$ cat src/rtl/soc_bus_fabric_pkg.sv
// soc_bus_fabric_pkg: shared types and constants for the SoC bus fabric.
// Holds FSM encodings, status offsets and parameter defaults.
package soc_bus_fabric_pkg;

    localparam int unsigned IDX_W      = 4;
    localparam int unsigned MAX_SLAVES = 16;

    typedef enum logic [2:0] {
        ST_IDLE = 3'd0,
        ST_REQ  = 3'd1,
        ST_WAIT = 3'd2,
        ST_DONE = 3'd3,
        ST_ERR  = 3'd4
    } state_t;

    localparam logic [4:0]  STAT_OFF_COUNT  = 5'h00;
    localparam logic [4:0]  STAT_OFF_FAULT  = 5'h04;
    localparam logic [31:0] ERR_RDATA_DEF   = 32'hBAD0_BAD0;
    localparam logic [15:0] STATUS_BASE_DEF = 16'h0047;

    // Slave 0 is program RAM; unused upper entries never win a match.
    localparam logic [16*MAX_SLAVES-1:0] BASE_TABLE_DEF = {
        {(MAX_SLAVES - 8){16'h0000}},
        16'h0046, 16'h0045, 16'h0044, 16'h0041,
        16'h0042, 16'h0043, 16'h0040, 16'h0000
    };

    typedef struct packed {
        logic [31:0]      addr;
        logic [31:0]      wdata;
        logic [3:0]       wmask;
        logic             is_write;
        logic             is_status;
        logic [IDX_W-1:0] idx;
    } req_t;

    function automatic logic [7:0] sat_inc8(input logic [7:0] v);
        return (v == 8'hFF) ? v : v + 8'd1;
    endfunction

endpackage

$ cat src/rtl/soc_bus_fabric_if.sv
// soc_bus_fabric_if: CPU-side and peripheral-side bus bundles.
// The CPU masters the first, the fabric masters the second.
interface soc_cpu_bus_if;
    logic [31:0] mem_addr;
    logic [31:0] mem_wdata;
    logic [3:0]  mem_wmask;
    logic        mem_rstrb;
    logic [31:0] mem_rdata;
    logic        mem_rbusy;
    logic        mem_wbusy;

    modport master (
        output mem_addr, mem_wdata, mem_wmask, mem_rstrb,
        input  mem_rdata, mem_rbusy, mem_wbusy
    );

    modport slave (
        input  mem_addr, mem_wdata, mem_wmask, mem_rstrb,
        output mem_rdata, mem_rbusy, mem_wbusy
    );
endinterface

interface soc_periph_bus_if #(
    parameter int unsigned N = 8
);
    logic [N-1:0]    slv_cs;
    logic            slv_rd;
    logic            slv_wr;
    logic [4:0]      slv_addr;
    logic [31:0]     slv_wdata;
    logic [3:0]      slv_wmask;
    logic [32*N-1:0] slv_rdata;
    logic [N-1:0]    slv_ready;

    modport master (
        output slv_cs, slv_rd, slv_wr, slv_addr, slv_wdata, slv_wmask,
        input  slv_rdata, slv_ready
    );

    modport slave (
        input  slv_cs, slv_rd, slv_wr, slv_addr, slv_wdata, slv_wmask,
        output slv_rdata, slv_ready
    );
endinterface

$ cat src/rtl/soc_bus_fabric_addr_decoder.sv
// soc_addr_decoder: maps addr[31:16] to a slave select.
// Reports raw table hits; the caller resolves the default slave.
module soc_addr_decoder
    import soc_bus_fabric_pkg::*;
#(
    parameter int unsigned              NUM_SLAVES  = 8,
    parameter logic [16*NUM_SLAVES-1:0] BASE_TABLE  =
        BASE_TABLE_DEF[16*NUM_SLAVES-1:0],
    parameter logic [15:0]              STATUS_BASE = STATUS_BASE_DEF
) (
    input  logic [15:0]           addr_hi,
    output logic [NUM_SLAVES-1:0] hit_sel,
    output logic [IDX_W-1:0]      hit_idx,
    output logic                  is_status,
    output logic                  is_default
);

    logic found;

    // Lowest-indexed matching table entry wins; status base shadows the table.
    always_comb begin
        hit_sel   = '0;
        hit_idx   = '0;
        found     = 1'b0;
        is_status = (addr_hi == STATUS_BASE);
        for (int i = 0; i < NUM_SLAVES; i++) begin
            if (!found && !is_status &&
                addr_hi == BASE_TABLE[16*i +: 16]) begin
                found      = 1'b1;
                hit_sel[i] = 1'b1;
                hit_idx    = IDX_W'(i);
            end
        end
        is_default = !found && !is_status;
    end

endmodule

$ cat src/rtl/soc_bus_fabric.sv
// soc_bus_fabric: FemtoRV32 CPU-to-peripheral fabric.
// One outstanding access, registered request, timeout with status slave.
module soc_bus_fabric
    import soc_bus_fabric_pkg::*;
#(
    parameter int unsigned              NUM_SLAVES    = 8,
    parameter logic [16*NUM_SLAVES-1:0] BASE_TABLE    =
        BASE_TABLE_DEF[16*NUM_SLAVES-1:0],
    parameter int unsigned              DEFAULT_SLAVE = 0,
    parameter logic [15:0]              STATUS_BASE   = STATUS_BASE_DEF,
    parameter int unsigned              TIMEOUT       = 255,
    parameter logic [31:0]              ERR_RDATA     = ERR_RDATA_DEF
) (
    input  logic             clk,
    input  logic             reset,
    soc_cpu_bus_if.slave     cpu,
    soc_periph_bus_if.master periph,
    output logic             err_irq
);

    localparam logic [NUM_SLAVES-1:0] DEF_SEL =
        NUM_SLAVES'(1) << DEFAULT_SLAVE;
    localparam logic [IDX_W-1:0] DEF_IDX  = IDX_W'(DEFAULT_SLAVE);
    localparam logic [15:0]      CNT_LAST = 16'(TIMEOUT - 1);

    state_t                state_q, state_d;
    req_t                  req_q, req_d;
    logic [NUM_SLAVES-1:0] cs_q, cs_d;
    logic                  seen_q, seen_d;
    logic [15:0]           cnt_q, cnt_d;
    logic [31:0]           rdata_q, rdata_d;
    logic [7:0]            err_count_q, err_count_d;
    logic [31:0]           fault_addr_q, fault_addr_d;

    logic [NUM_SLAVES-1:0] dec_sel;
    logic [IDX_W-1:0]      dec_idx;
    logic                  dec_is_status;
    logic                  dec_is_default;

    logic        wr_strobe;
    logic        rd_strobe;
    logic        in_flight;
    logic        sel_ready;
    logic [31:0] sel_rdata;
    logic [31:0] stat_rdata;

    soc_addr_decoder #(
        .NUM_SLAVES  (NUM_SLAVES),
        .BASE_TABLE  (BASE_TABLE),
        .STATUS_BASE (STATUS_BASE)
    ) u_dec (
        .addr_hi    (cpu.mem_addr[31:16]),
        .hit_sel    (dec_sel),
        .hit_idx    (dec_idx),
        .is_status  (dec_is_status),
        .is_default (dec_is_default)
    );

    // A write mask wins over a simultaneous read strobe.
    assign wr_strobe = |cpu.mem_wmask;
    assign rd_strobe = cpu.mem_rstrb && !wr_strobe;
    assign in_flight = (state_q == ST_REQ) || (state_q == ST_WAIT);
    assign sel_ready = |(periph.slv_ready & cs_q);

    assign cpu.mem_rdata = rdata_q;
    assign cpu.mem_wbusy = (state_q == ST_IDLE && wr_strobe) ||
                           (in_flight && req_q.is_write);
    assign cpu.mem_rbusy = (state_q == ST_IDLE && rd_strobe) ||
                           (in_flight && !req_q.is_write);

    assign periph.slv_cs    = cs_q;
    assign periph.slv_rd    = (state_q == ST_REQ) &&
                              !req_q.is_write && !req_q.is_status;
    assign periph.slv_wr    = (state_q == ST_REQ) &&
                              req_q.is_write && !req_q.is_status;
    assign periph.slv_addr  = req_q.addr[4:0];
    assign periph.slv_wdata = req_q.wdata;
    assign periph.slv_wmask = req_q.wmask;

    assign err_irq = (state_q == ST_ERR);

    // Read data mux for the latched slave index.
    always_comb begin
        sel_rdata = '0;
        for (int i = 0; i < NUM_SLAVES; i++) begin
            if (req_q.idx == IDX_W'(i)) begin
                sel_rdata = periph.slv_rdata[32*i +: 32];
            end
        end
    end

    // Built-in status slave register map.
    always_comb begin
        stat_rdata = '0;
        unique case (1'b1)
            (req_q.addr[4:0] == STAT_OFF_COUNT):
                stat_rdata = {24'h0, err_count_q};
            (req_q.addr[4:0] == STAT_OFF_FAULT):
                stat_rdata = fault_addr_q;
            default:
                stat_rdata = '0;
        endcase
    end

    // Transaction FSM: next state, request latch, capture and fault log.
    always_comb begin
        state_d      = state_q;
        req_d        = req_q;
        cs_d         = cs_q;
        seen_d       = seen_q;
        cnt_d        = cnt_q;
        rdata_d      = rdata_q;
        err_count_d  = err_count_q;
        fault_addr_d = fault_addr_q;
        unique case (state_q)
            ST_IDLE: begin
                if (cpu.mem_rstrb || wr_strobe) begin
                    req_d.addr      = cpu.mem_addr;
                    req_d.wdata     = cpu.mem_wdata;
                    req_d.wmask     = cpu.mem_wmask;
                    req_d.is_write  = wr_strobe;
                    req_d.is_status = dec_is_status;
                    req_d.idx       = dec_is_default ? DEF_IDX : dec_idx;
                    cs_d            = dec_is_status  ? '0 :
                                      dec_is_default ? DEF_SEL : dec_sel;
                    state_d         = ST_REQ;
                end
            end
            ST_REQ: begin
                cnt_d  = '0;
                seen_d = 1'b0;
                if (req_q.is_status) begin
                    seen_d = 1'b1;
                    if (req_q.is_write) begin
                        err_count_d  = '0;
                        fault_addr_d = '0;
                    end else begin
                        rdata_d = stat_rdata;
                    end
                end else if (sel_ready) begin
                    seen_d = 1'b1;
                    if (!req_q.is_write) begin
                        rdata_d = sel_rdata;
                    end
                end
                state_d = ST_WAIT;
            end
            ST_WAIT: begin
                if (seen_q) begin
                    cs_d    = '0;
                    state_d = ST_DONE;
                end else if (sel_ready) begin
                    if (!req_q.is_write) begin
                        rdata_d = sel_rdata;
                    end
                    cs_d    = '0;
                    state_d = ST_DONE;
                end else if (cnt_q >= CNT_LAST) begin
                    if (!req_q.is_write) begin
                        rdata_d = ERR_RDATA;
                    end
                    cs_d    = '0;
                    state_d = ST_ERR;
                end else begin
                    cnt_d = cnt_q + 16'd1;
                end
            end
            ST_DONE: begin
                state_d = ST_IDLE;
            end
            ST_ERR: begin
                err_count_d  = sat_inc8(err_count_q);
                fault_addr_d = req_q.addr;
                state_d      = ST_IDLE;
            end
            default: begin
                state_d = ST_IDLE;
            end
        endcase
    end

    // State and datapath registers; reset aborts any access in flight.
    always_ff @(posedge clk) begin
        if (reset) begin
            state_q      <= ST_IDLE;
            req_q        <= '0;
            cs_q         <= '0;
            seen_q       <= 1'b0;
            cnt_q        <= '0;
            rdata_q      <= '0;
            err_count_q  <= '0;
            fault_addr_q <= '0;
        end else begin
            state_q      <= state_d;
            req_q        <= req_d;
            cs_q         <= cs_d;
            seen_q       <= seen_d;
            cnt_q        <= cnt_d;
            rdata_q      <= rdata_d;
            err_count_q  <= err_count_d;
            fault_addr_q <= fault_addr_d;
        end
    end

endmodule
$ cat src/flat_wrapper.sv
// flat-port wrapper written by rule: the top's interface ports become plain ports
module soc_bus_fabric_flat import soc_bus_fabric_pkg::*;
#(
    parameter int unsigned              NUM_SLAVES    = 8,
    parameter logic [16*NUM_SLAVES-1:0] BASE_TABLE    =
        BASE_TABLE_DEF[16*NUM_SLAVES-1:0],
    parameter int unsigned              DEFAULT_SLAVE = 0,
    parameter logic [15:0]              STATUS_BASE   = STATUS_BASE_DEF,
    parameter int unsigned              TIMEOUT       = 255,
    parameter logic [31:0]              ERR_RDATA     = ERR_RDATA_DEF
)
  (clk, reset, err_irq, cpu_mem_addr, cpu_mem_wdata, cpu_mem_wmask, cpu_mem_rstrb, cpu_mem_rdata, cpu_mem_rbusy, cpu_mem_wbusy, periph_slv_cs, periph_slv_rd, periph_slv_wr, periph_slv_addr, periph_slv_wdata, periph_slv_wmask, periph_slv_rdata, periph_slv_ready);
  soc_cpu_bus_if cpu_i ();
  soc_periph_bus_if periph_i ();
  input  logic clk;
  input  logic reset;
  output logic err_irq;
  input wire logic [$bits(cpu_i.mem_addr)-1:0] cpu_mem_addr;
  input wire logic [$bits(cpu_i.mem_wdata)-1:0] cpu_mem_wdata;
  input wire logic [$bits(cpu_i.mem_wmask)-1:0] cpu_mem_wmask;
  input wire logic [$bits(cpu_i.mem_rstrb)-1:0] cpu_mem_rstrb;
  output wire logic [$bits(cpu_i.mem_rdata)-1:0] cpu_mem_rdata;
  output wire logic [$bits(cpu_i.mem_rbusy)-1:0] cpu_mem_rbusy;
  output wire logic [$bits(cpu_i.mem_wbusy)-1:0] cpu_mem_wbusy;
  output wire logic [$bits(periph_i.slv_cs)-1:0] periph_slv_cs;
  output wire logic [$bits(periph_i.slv_rd)-1:0] periph_slv_rd;
  output wire logic [$bits(periph_i.slv_wr)-1:0] periph_slv_wr;
  output wire logic [$bits(periph_i.slv_addr)-1:0] periph_slv_addr;
  output wire logic [$bits(periph_i.slv_wdata)-1:0] periph_slv_wdata;
  output wire logic [$bits(periph_i.slv_wmask)-1:0] periph_slv_wmask;
  input wire logic [$bits(periph_i.slv_rdata)-1:0] periph_slv_rdata;
  input wire logic [$bits(periph_i.slv_ready)-1:0] periph_slv_ready;
  assign cpu_i.mem_addr = cpu_mem_addr;
  assign cpu_i.mem_wdata = cpu_mem_wdata;
  assign cpu_i.mem_wmask = cpu_mem_wmask;
  assign cpu_i.mem_rstrb = cpu_mem_rstrb;
  assign cpu_mem_rdata = cpu_i.mem_rdata;
  assign cpu_mem_rbusy = cpu_i.mem_rbusy;
  assign cpu_mem_wbusy = cpu_i.mem_wbusy;
  assign periph_slv_cs = periph_i.slv_cs;
  assign periph_slv_rd = periph_i.slv_rd;
  assign periph_slv_wr = periph_i.slv_wr;
  assign periph_slv_addr = periph_i.slv_addr;
  assign periph_slv_wdata = periph_i.slv_wdata;
  assign periph_slv_wmask = periph_i.slv_wmask;
  assign periph_i.slv_rdata = periph_slv_rdata;
  assign periph_i.slv_ready = periph_slv_ready;
  soc_bus_fabric #(.NUM_SLAVES(NUM_SLAVES), .BASE_TABLE(BASE_TABLE), .DEFAULT_SLAVE(DEFAULT_SLAVE), .STATUS_BASE(STATUS_BASE), .TIMEOUT(TIMEOUT), .ERR_RDATA(ERR_RDATA)) u_core (.clk(clk), .reset(reset), .cpu(cpu_i), .periph(periph_i), .err_irq(err_irq));
endmodule
$ cat config.mk
export PLATFORM = sky130hd
export DESIGN_NAME = soc_bus_fabric_flat
export DESIGN_NICKNAME = d
export VERILOG_FILES = /design/src/rtl/soc_bus_fabric_pkg.sv /design/src/rtl/soc_bus_fabric_if.sv /design/src/rtl/soc_bus_fabric_addr_decoder.sv /design/src/rtl/soc_bus_fabric.sv /design/src/flat_wrapper.sv
export SDC_FILE = /design/constraint.sdc
export NUM_CORES = 1
export LEC_CHECK = 0
export BUFFER_PORTS_ARGS = -buffer_cell sky130_fd_sc_hd__buf_2
export CORE_AREA = 3 3 164 166
export DETAILED_ROUTE_END_ITERATION = 10
export DIE_AREA = 0 0 167 169
export GPL_TIMING_DRIVEN = 0
export PLACE_DENSITY = 0.74
export SYNTH_ARGS = -nofsm -noshare
export SYNTH_HDL_FRONTEND = slang
export SYNTH_SLANG_ARGS = --single-unit
$ cat constraint.sdc
create_clock -name clk -period 2.6 [get_ports clk]
set_clock_uncertainty 0.05 [all_clocks]
set_input_delay 0 -clock clk [delete_from_list [all_inputs] [get_ports clk]]
set_output_delay 0 -clock clk [all_outputs]
set_load 0.005 [all_outputs]
# Yosys cells after proc, flatten, opt, wreduce, memory -nomap -nowiden
# Cells that the tools add are included.
[totals] in_bits=335 out_inout_bits=86 elab_cells=172 register_bits=174
[classes] add_sub_neg=2 reduce_logical=57 muxes=66 n_eq_ne=32 n_lt_le_gt_ge=1 bitwise=1
[op_table] cell="$mux 32" count=18
[op_table] cell="$pmux 32 s2" count=3
[op_table] cell="$eq 16x7->1 const B" count=8
[op_table] cell="$mux 8" count=9
[op_table] cell="$mux 16" count=3
[op_table] cell="$pmux 16 s2" count=1
[op_table] cell="$pmux 8 s2" count=2
[op_table] cell="$mux 4" count=7
[op_table] cell="$logic_and 1x1->1" count=25
[op_table] cell="$mux 1" count=18
[op_table] cell="$add 16x1->16 const B" count=1
[op_table] cell="$eq 4x3->1 const B" count=4
[op_table] cell="$ge 16x8->1 const B" count=1
[op_table] cell="$logic_not 16->1" count=1
[op_table] cell="$logic_not 1->1" count=12
[op_table] cell="$mux 3" count=4
[op_table] cell="$ne 2x2->1 const B" count=5
[op_table] cell="$pmux 3 s3" count=1
[op_table] cell="$add 8x1->8 const B" count=1
[op_table] cell="$and 8x8->8" count=1
[op_table] cell="$eq 4x2->1 const B" count=2
[op_table] cell="$eq 8x8->1 const B" count=1
[op_table] cell="$reduce_and 4->1" count=2
[op_table] cell="$reduce_or 8->1" count=1
[op_table] cell="19 further kinds" count=28

# Depth between registers and ports, before layout
# Gate-level depths: netlist of the first run.
[depth] depth_word=38 depth_mapped=11 mapped_depth_nobuf=8

# Cells and area by module
# Synthesis of the first run repeated with hierarchy kept, for this count alone.
[hier_totals] cells_unflattened=1260 area_unflattened_um2=9957.0
[modules_own_cells] mod="soc_bus_fabric" seq_area_each_um2=3483.3 cells_per_inst=1227 area_each_um2=9679.3 n_inst=1
[modules_own_cells] mod="soc_addr_decoder" seq_area_each_um2=0.0 cells_per_inst=33 area_each_um2=277.8 n_inst=1

# Worst setup path before layout of the first run
# Ideal clock, no wire load.
[synth_timing] kind="flip-flop to flip-flop" startpoint="register u_core.req_q[0] (netlist name)" endpoint="register u_core.rdata_q[14] (netlist: u_core.cpu.mem_rdata[14])" path_stages_with_launch=9 path_slack_ps=556 period_less_slack_ps=2044 required_time_ps=2433 setup_ps=117 t_arrival_ps=1877 path_buffers=2 cell_sequence="dfxtp_1 buf_2 buf_2 mux4_2 nand2_1 a21oi_1 a221oi_1 a21oi_1 a22o_1"
[synth_via] elab_chain_cells=13 elab_cells_between_ends=22 classes_between="eq/ne: 7; mux: 14; reduce/logical: 1"
[synth_rtl] element="start, declared" line="soc_bus_fabric.sv:27" rtl="req_t req_q, req_d;"
[synth_rtl] element="start signal, assigned" line="soc_bus_fabric.sv:195" rtl="req_q <= req_d;"
[synth_rtl] element="$logic_not 4->1" line="soc_bus_fabric.sv:86" rtl="if (req_q.idx == IDX_W'(i)) begin"
[synth_rtl] element="$mux 32 (7 in series)" line="soc_bus_fabric.sv:86"
[synth_rtl] element="$mux 32 *" line="soc_bus_fabric.sv:86"
[synth_rtl] element="$mux 32 *" line="soc_bus_fabric.sv:142, soc_bus_fabric.sv:153"
[synth_rtl] element="$mux 32, on equally long branches" line="soc_bus_fabric.sv:152, soc_bus_fabric.sv:140"
[synth_rtl] element="$mux 32, on equally long branches" line="soc_bus_fabric.sv:149, soc_bus_fabric.sv:132"
[synth_rtl] element="$pmux 32 s2 *" line="soc_bus_fabric.sv:115" rtl="unique case (state_q)"
[synth_rtl] element="end signal, assigned" line="soc_bus_fabric.sv:199" rtl="rdata_q <= rdata_d;"
[synth_rtl] element="end, declared" line="soc_bus_fabric.sv:31" rtl="logic [31:0] rdata_q, rdata_d;"
# Every way passes the cells marked *; elsewhere a longest branch is shown, timed or not. The select of a mux whose other input is x is not followed.
# A chain may end at the register's enable or synchronous reset.

# Final worst setup path of the first run
[layout_timing] startpoint="register u_core.req_q[1] (netlist name)" endpoint="register u_core.rdata_q[12] (netlist: u_core.cpu.mem_rdata[12])"
# Same word-level chain as after synthesis.

==> results of run 1 <==
## cells in the mapped netlist (all sizes together), types with 3 or more instances
cell	number
nand2	223
dfxtp	173
a21oi	148
nor2	89
buf	86
clkbuf	50
a22oi	45
mux2i	44
o21ai	40
mux4	34
a221oi	24
inv	18
a22o	16
nand3	16
mux2	13
and2	12
o211ai	12
and3	10
nand4	10
xor2	9
o22ai	8
nor3	6
nor4	6
a21o	5
nand2b	5
a32o	4
o22a	4
a211oi	3
a31oi	3
ha	3
nor2b	3
o21a	3
o31ai	3
or3	3
## registers in the layout, indices dropped and copies added (netlist names)
name / flops
u_core.cnt_q: 16
u_core.cpu.mem_rdata: 32
u_core.err_count_q: 8
u_core.fault_addr_q: 32
u_core.periph.slv_addr: 5
u_core.periph.slv_cs: 8
u_core.periph.slv_wdata: 32
u_core.periph.slv_wmask: 4
u_core.req_q: 32
u_core.seen_q: 1
u_core.state_q: 3
## how the worst max path moves through the flow
stage | startpoint | endpoint | slack [ns]
final | u_core.req_q[1]$_SDFFE_PP0P_ | u_core.cpu.mem_rdata[12]$_SDFFE_PP0P_ | 0.15
after global placement | u_core.state_q[2]$_SDFFE_PP0P_ | u_core.req_q[71]$_SDFFE_PP0P_ | -0.04
after floorplan | u_core.req_q[0]$_SDFFE_PP0P_ | u_core.cpu.mem_rdata[14]$_SDFFE_PP0P_ | 0.56
after global routing | u_core.req_q[0]$_SDFFE_PP0P_ | u_core.cpu.mem_rdata[8]$_SDFFE_PP0P_ | 0.006
after CTS | u_core.state_q[1]$_SDFFE_PP0P_ | u_core.cpu.mem_rdata[9]$_SDFFE_PP0P_ | 0.06
after detailed placement | u_core.state_q[2]$_SDFFE_PP0P_ | u_core.periph.slv_wdata[29]$_SDFFE_PP0P_ | -0.007
## worst max-delay path, cell delays in order (launching register included)
cell	delay, ns
dfxtp_1	0.48
clkbuf_4	0.28
clkbuf_4	0.28
nor2_1	0.14
clkbuf_1	0.26
a221oi_1	0.44
o21ai_0	0.19
nand3_1	0.12
o211ai_1	0.09
## kinds of logic (layout without fill, tap and decap cells)
group,Yosys count,count (layout),share of synthesized area (%)
adder cells (fa/ha/maj),3,3,0.391
buffers and inverters,155,674,8.28
other,0,2,0
XOR/XNOR,10,10,0.913
AO/OA/AOI/OAI,332,332,22.2
flip-flops,173,173,36.1
multiplexers,91,91,14.1
AND/OR/NAND/NOR,399,399,18.0
## what timing repair did
item	CTS	global route
hold buffers	70	0
gates resized for setup	1	11
cloned	0	0
endpoints found under the hold margin	76	0
pin swaps	0	0
endpoints found under the setup margin	25	51
## layout make-up
| type | instances | area share (%) |
|---|---|---|
| Clock buffer | 17 | 3.17 |
| Tap cell | 335 | 3.12 |
| Inverter | 19 | 0.532 |
| Timing Repair Buffer | 488 | 20.8 |
| Sequential cell | 173 | 25.8 |
| Antenna cell | 2 | 0.0373 |
| Clock inverter | 15 | 1.10 |
| Multi-Input combinational cell | 835 | 39.9 |
| Buffer | 135 | 5.47 |
## power by group
group	total, mW	switching (mW)	internal, mW
registers	3.01	0.151	2.86
clock network	2.50	1.22	1.28
logic	1.81	0.988	0.825
total	7.32	2.36	4.96
## metal layers
layer | up-vias | track usage [%] | share of wire (%)
met3 | 53 | 5.82 | 8.4
met2 | 545 | 45.4 | 49
met1 | 5165 | 34.0 | 40
met4 | 0 | 7.96 | 2.6
met5 | - | 0 | 0
li1 | 5150 | - | -
==> key figures, run 1 <==
Global route
  • Vias in the first global route: 10,466
  • First-pass GRT wire length: 59.3 mm
  • Global route total overflow: 0
  • Number of antenna violations at the first check in global routing: 2
  • Largest net degree at the start of global routing: 19
  • Total global-route track usage: 26.7%

Min path
  • Worst min-delay path startpoint: periph_slv_rdata[155]
  • Worst hold endpoint: u_core.cpu.mem_rdata[27]$_SDFFE_PP0P_
  • Number of instances on the worst hold path: 5
  • Type of the most critical hold path: primary input to flop

CTS
  • Clock-pin transition on the worst setup and hold timing paths: 0.07 ns
  • Number of CTS-inserted buffers: 17
  • CTS root buf: clkbuf_16
  • Post-CTS repair timing setup buffer count: 0
  • CTS H-tree depth: 4
  • Clock sinks: 173
  • Clock Latency Late Sink: 0.43 ns
  • Maximum buffer depth of the clock tree: 2
  • TritonCTS clock tree: done

Synth
  • Syn. warnings: 0
  • Ranking of synthesized cells by area: dfxtp_1 (36%), nand2_1 (8.7%), mux4_2 (8.0%), a21oi_1 (7.7%), mux2i_1 (4.6%)
  • Register area share after synthesis: 36.1%
  • Mean area per synthesized cell: 8.25 um2
  • Number of register bits inferred by synthesis: 173
  • Number of unique standard cell types used by synthesis: 67
  • Cell accounting for the most synthesized area: dfxtp_1
  • Cell area after synthesis: 9600 um2
  • Prevailing post-synth register cell: dfxtp_1
  • Share of synthesized registers carrying an async set or reset: 0%
  • Synthesized net count: 1,501
  • Number of flops mapped to enable cells by yosys: 0
  • Post-Synthesis Cells: 1,163
  • Top cell type's share of synthesized area: 36.1%

STA
  • Post-route minimum period: 2.45 ns
  • Actual slew at the worst max-slew pin: 0.716 ns
  • Number of endpoints failing setup at the final stage: 0
  • Worst hold slack: 0.0203 ns
  • Setup repair after global routing missed its margin: false
  • Worst slew slack as a fraction of its limit: 52.2%
  • Final worst-path cycle share: 94.4%
  • Achievable Freq: 408 MHz
  • Sum of negative setup slack: 0 ns
  • Post-layout worst setup margin: 0.147 ns
  • Final number of max-transition violations: 0
  • Final hold violations: 0

Final layout
  • Area growth from synthesis to layout: 39.8%
  • Final instance count without filler cells: 2,019
  • Most used cells in the layout excluding fill and tap cells: buf_2 (447), nand2_1 (223), dfxtp_1 (173), a21oi_1 (147), nor2_1 (88)
  • Design area: 13,400 um2
  • Most frequent standard cell in the layout excluding fill and tap cells: buf_2
  • Area used by sequential logic in the layout: 3460 um2
  • Number of filler instances in the final layout: 2,464
  • Area taken by multi-input logic gates: 5360 um2
  • Layout cell share with drive strength beyond 1: 35.0%
  • Share of the core filled with cells in the final layout: 52.1%
  • Fin nets: 2,007

Placement
  • Placed wire-length estimate: 31.5 mm
  • Worst setup timing slack at the placement stage: -0.00690 ns
  • Routability congestion estimate from global placement: 0.930
  • # port buffers: 418
  • Post-placement cell count: 1,916
  • Cell area after placement: 12,100 um2

Die
  • Die boundary width: 167 um
  • Vert. Die Dim: 169 um
  • Core Area: 25,800 um2
  • Initial cell density of the core: 37.2%
  • Die Outline Area: 28,200 um2
  • Number of rows created at floorplan: 59
  • I/O pin count: 421

Pwr
  • Overall power: 7.32 mW
  • Leakage power: 5.82 nW
  • Maximum vdd ir drop: 0.498 mV
  • PwrDens: 546 nW/um2

Critical path
  • Reg-to-reg endpoint: u_core.cpu.mem_rdata[12]$_SDFFE_PP0P_
  • Launch point of the worst reg-to-reg path: u_core.req_q[1]$_SDFFE_PP0P_
  • Flop2flop setup slack: 0.15 ns
  • Peak fanout along the critical path: 10
  • WP data required: 2.85 ns
  • Endpoint class of the critical path: flop
  • Kind of start point of the critical path: flop
  • Critical path arrival: 2.71 ns
  • Worst r2r path cells: 8
  • CP Class: flop to flop

Status
  • Status: completed

Drt
  • Wire length per cell after detailed routing: 19.8 um
  • Drt first pass iters: 6
  • Routed Wire Length: 40.0 mm
  • Number of remaining DRC errors: 0
  • Number of DRC violations after detailed-routing iteration 0: 856
  • Antenna Violating Nets Remaining: 0
  • Via total after detailed routing: 10,913
  • Detail-routed via count per cell: 5.41

Run
  • Maxcap violations: 0
Power figures use the tool's default switching activity.
==> run 2: changes to the inputs <==
Settings changed: CORE_AREA 3 3 164 166 to 3 3 142 247, DIE_AREA 0 0 167 169 to 0 0 145 250, PLACE_DENSITY 0.74 to 0.62.
==> run 2 against run 1 <==
Global-route usage down 4.2 points. Critical path depth up 3. Sequential share of layout area down 0.37 points. Utilization down 11 points. Clock power up 6%. Critical path type unchanged. Largest power group unchanged.
==> key figures, run 2 (synthesized netlist as in run 1, its figures left out) <==
STA
  • Worst hold slack: 0.0167 ns (was 0.0203 ns)
  • Actual slew at the worst max-slew pin: 0.912 ns (was 0.716 ns)
  • Final number of max-transition violations: 0 (unchanged)
  • Final hold violations: 0 (unchanged)
  • Setup repair after global routing missed its margin: false (unchanged)
  • Worst slew slack as a fraction of its limit: 39.1% (was 52.2%)
  • Sum of negative setup slack: 0 ns (unchanged)
  • Achievable Freq: 405 MHz (was 408 MHz)
  • Number of endpoints failing setup at the final stage: 0 (unchanged)
  • Post-layout worst setup margin: 0.130 ns (was 0.147 ns)
  • Post-route minimum period: 2.47 ns (was 2.45 ns)
  • Final worst-path cycle share: 95.0% (was 94.4%)

Global route
  • First-pass GRT wire length: 63.6 mm (was 59.3 mm)
  • Total global-route track usage: 22.4% (was 26.7%)
  • Vias in the first global route: 11,082 (was 10,466)
  • Global route total overflow: 0 (unchanged)
  • Largest net degree at the start of global routing: 17 (was 19)
  • Number of antenna violations at the first check in global routing: 3 (was 2)

Critical path
  • Kind of start point of the critical path: flop (unchanged)
  • Endpoint class of the critical path: flop (unchanged)
  • Critical path arrival: 2.73 ns (was 2.71 ns)
  • CP Cell Sequence: buf_2, buf_8, buf_4, clkbuf_4, buf_4, mux2i_1, nor2_1, a21oi_1, o21ai_1, nand3_1, o211ai_1 (was clkbuf_4, clkbuf_4, nor2_1, clkbuf_1, a221oi_1, o21ai_0, nand3_1, o211ai_1)
  • Longest individual stage delay on the worst path: 0.30 ns (was 0.48 ns)
  • Peak fanout along the critical path: 10 (unchanged)
  • Library cell contributing the largest single delay on the critical path: dfxtp_1 (unchanged)
  • Cell repeated most along the worst path: buf_4 (was clkbuf_4)
  • WP data required: 2.86 ns (was 2.85 ns)
  • CP Class: flop to flop (unchanged)

CTS
  • Clock Latency Late Sink: 0.44 ns (was 0.43 ns)
  • Clock-pin transition on the worst setup and hold timing paths: 0.07 ns (about the same)
  • CTS H-tree depth: 4 (unchanged)
  • Post-CTS repair timing setup buffer count: 0 (unchanged)
  • TritonCTS clock tree: done (unchanged)
  • CTS root buf: clkbuf_16 (unchanged)
  • Clock sinks: 173 (unchanged)
  • Maximum buffer depth of the clock tree: 2 (unchanged)
  • Number of CTS-inserted buffers: 17 (unchanged)

Die
  • Die boundary width: 145 um (was 167 um)
  • Vert. Die Dim: 250 um (was 169 um)
  • Number of rows created at floorplan: 88 (was 59)
  • Core Area: 33,100 um2 (was 25,800 um2)
  • I/O pin count: 421 (unchanged)
  • Die Outline Area: 36,300 um2 (was 28,200 um2)
  • Initial cell density of the core: 29.0% (was 37.2%)

Drt
  • Wire length per cell after detailed routing: 19.7 um (was 19.8 um)
  • Detail-routed via count per cell: 5.04 (was 5.41)
  • Number of DRC violations after detailed-routing iteration 0: 554 (was 856)
  • Antenna Violating Nets Remaining: 0 (unchanged)
  • Drt first pass iters: 5 (was 6)
  • Routed Wire Length: 42.2 mm (was 40.0 mm)
  • Number of remaining DRC errors: 0 (unchanged)
  • Via total after detailed routing: 10,770 (was 10,913)

Status
  • Status: completed (unchanged)

Final layout
  • Final instance count without filler cells: 2,137 (was 2,019)
  • Share of the core filled with cells in the final layout: 41.1% (was 52.1%)
  • Layout cell share with drive strength beyond 1: 35.0% (about the same)
  • Most used cells in the layout excluding fill and tap cells: buf_2 (448), nand2_1 (223), dfxtp_1 (173), a21oi_1 (147), nor2_1 (88) (was buf_2 (447), nand2_1 (223), dfxtp_1 (173), a21oi_1 (147), nor2_1 (88))
  • Area growth from synthesis to layout: 41.8% (was 39.8%)
  • Design area: 13,600 um2 (was 13,400 um2)
  • Fin nets: 2,009 (was 2,007)
  • Most frequent standard cell in the layout excluding fill and tap cells: buf_2 (unchanged)

Pwr
  • Leakage power: 5.85 nW (was 5.82 nW)
  • Overall power: 7.48 mW (was 7.32 mW)
  • PwrDens: 549 nW/um2 (was 546 nW/um2)
  • Maximum vdd ir drop: 0.441 mV (was 0.498 mV)

Run
  • Maxcap violations: 0 (unchanged)

Placement
  • Placed wire-length estimate: 34.1 mm (was 31.5 mm)
  • Routability congestion estimate from global placement: 0.936 (was 0.930)
  • Cell area after placement: 12,300 um2 (was 12,100 um2)
  • Post-placement cell count: 2,031 (was 1,916)
  • Worst setup timing slack at the placement stage: -0.156 ns (was -0.00690 ns)
  • # port buffers: 418 (unchanged)

Min path
  • Type of the most critical hold path: primary input to flop (unchanged)
## run 2: path summary, 6_finish.rpt
path	startpoint	endpoint	slack [ns]	cells past startpoint
setup reg to reg	u_core.req_q[0]$_SDFFE_PP0P_	u_core.cpu.mem_rdata[31]$_SDFFE_PP0P_	0.13	11
hold / removal	periph_slv_rdata[150]	u_core.cpu.mem_rdata[22]$_SDFFE_PP0P_	0.02	5
setup / recovery	u_core.req_q[0]$_SDFFE_PP0P_	u_core.cpu.mem_rdata[31]$_SDFFE_PP0P_	0.13	11
hold reg to reg	u_core.periph.slv_wmask[3]$_SDFFE_PP0P_	u_core.periph.slv_wmask[3]$_SDFFE_PP0P_	0.40	2
## run 2: per-layer routing
metal / up-vias / track usage (%) / wire (um)
met4: 0 / 11.3 / 1960
met5: - / 0 / 0
met1: 5081 / 21.9 / 14700
met2: 450 / 44.3 / 23300
li1: 5159 / - / -
met3: 80 / 4.20 / 2220
## run 2: layout make-up
type                            count  area (um2)
Fill cell                        3330       19500
Buffer                            135         736
Antenna cell                        3        7.51
Timing Repair Buffer              490        2810
Multi-Input combinational cell    835        5360
Tap cell                          450         563
Sequential cell                   173        3460
Clock inverter                     13         151
Inverter                           19        71.3
Clock buffer                       19         443
## run 2: repair_timing
action / 4_1_cts / 5_1_grt
hold buffers: 72 / 0
setup endpoints to repair: 40 / 68
endpoints found under the hold margin: 77 / 0
gates cloned: 0 / 0
resized for setup: 3 / 10
## run 2: worst max-delay path, delay by kind of cell, from the launching register on
kind | cells | cell delay (ns)
buf+inv | 5 | 1.21
compound gates | 3 | 0.33
flops | 1 | 0.30
mux | 1 | 0.25
simple gates | 2 | 0.16
## run 2: where the power goes
part	total, mW	internal [mW]	switching, mW
clock	2.64	1.46	1.17
combinational	1.82	0.826	0.990
sequential	3.02	2.86	0.160
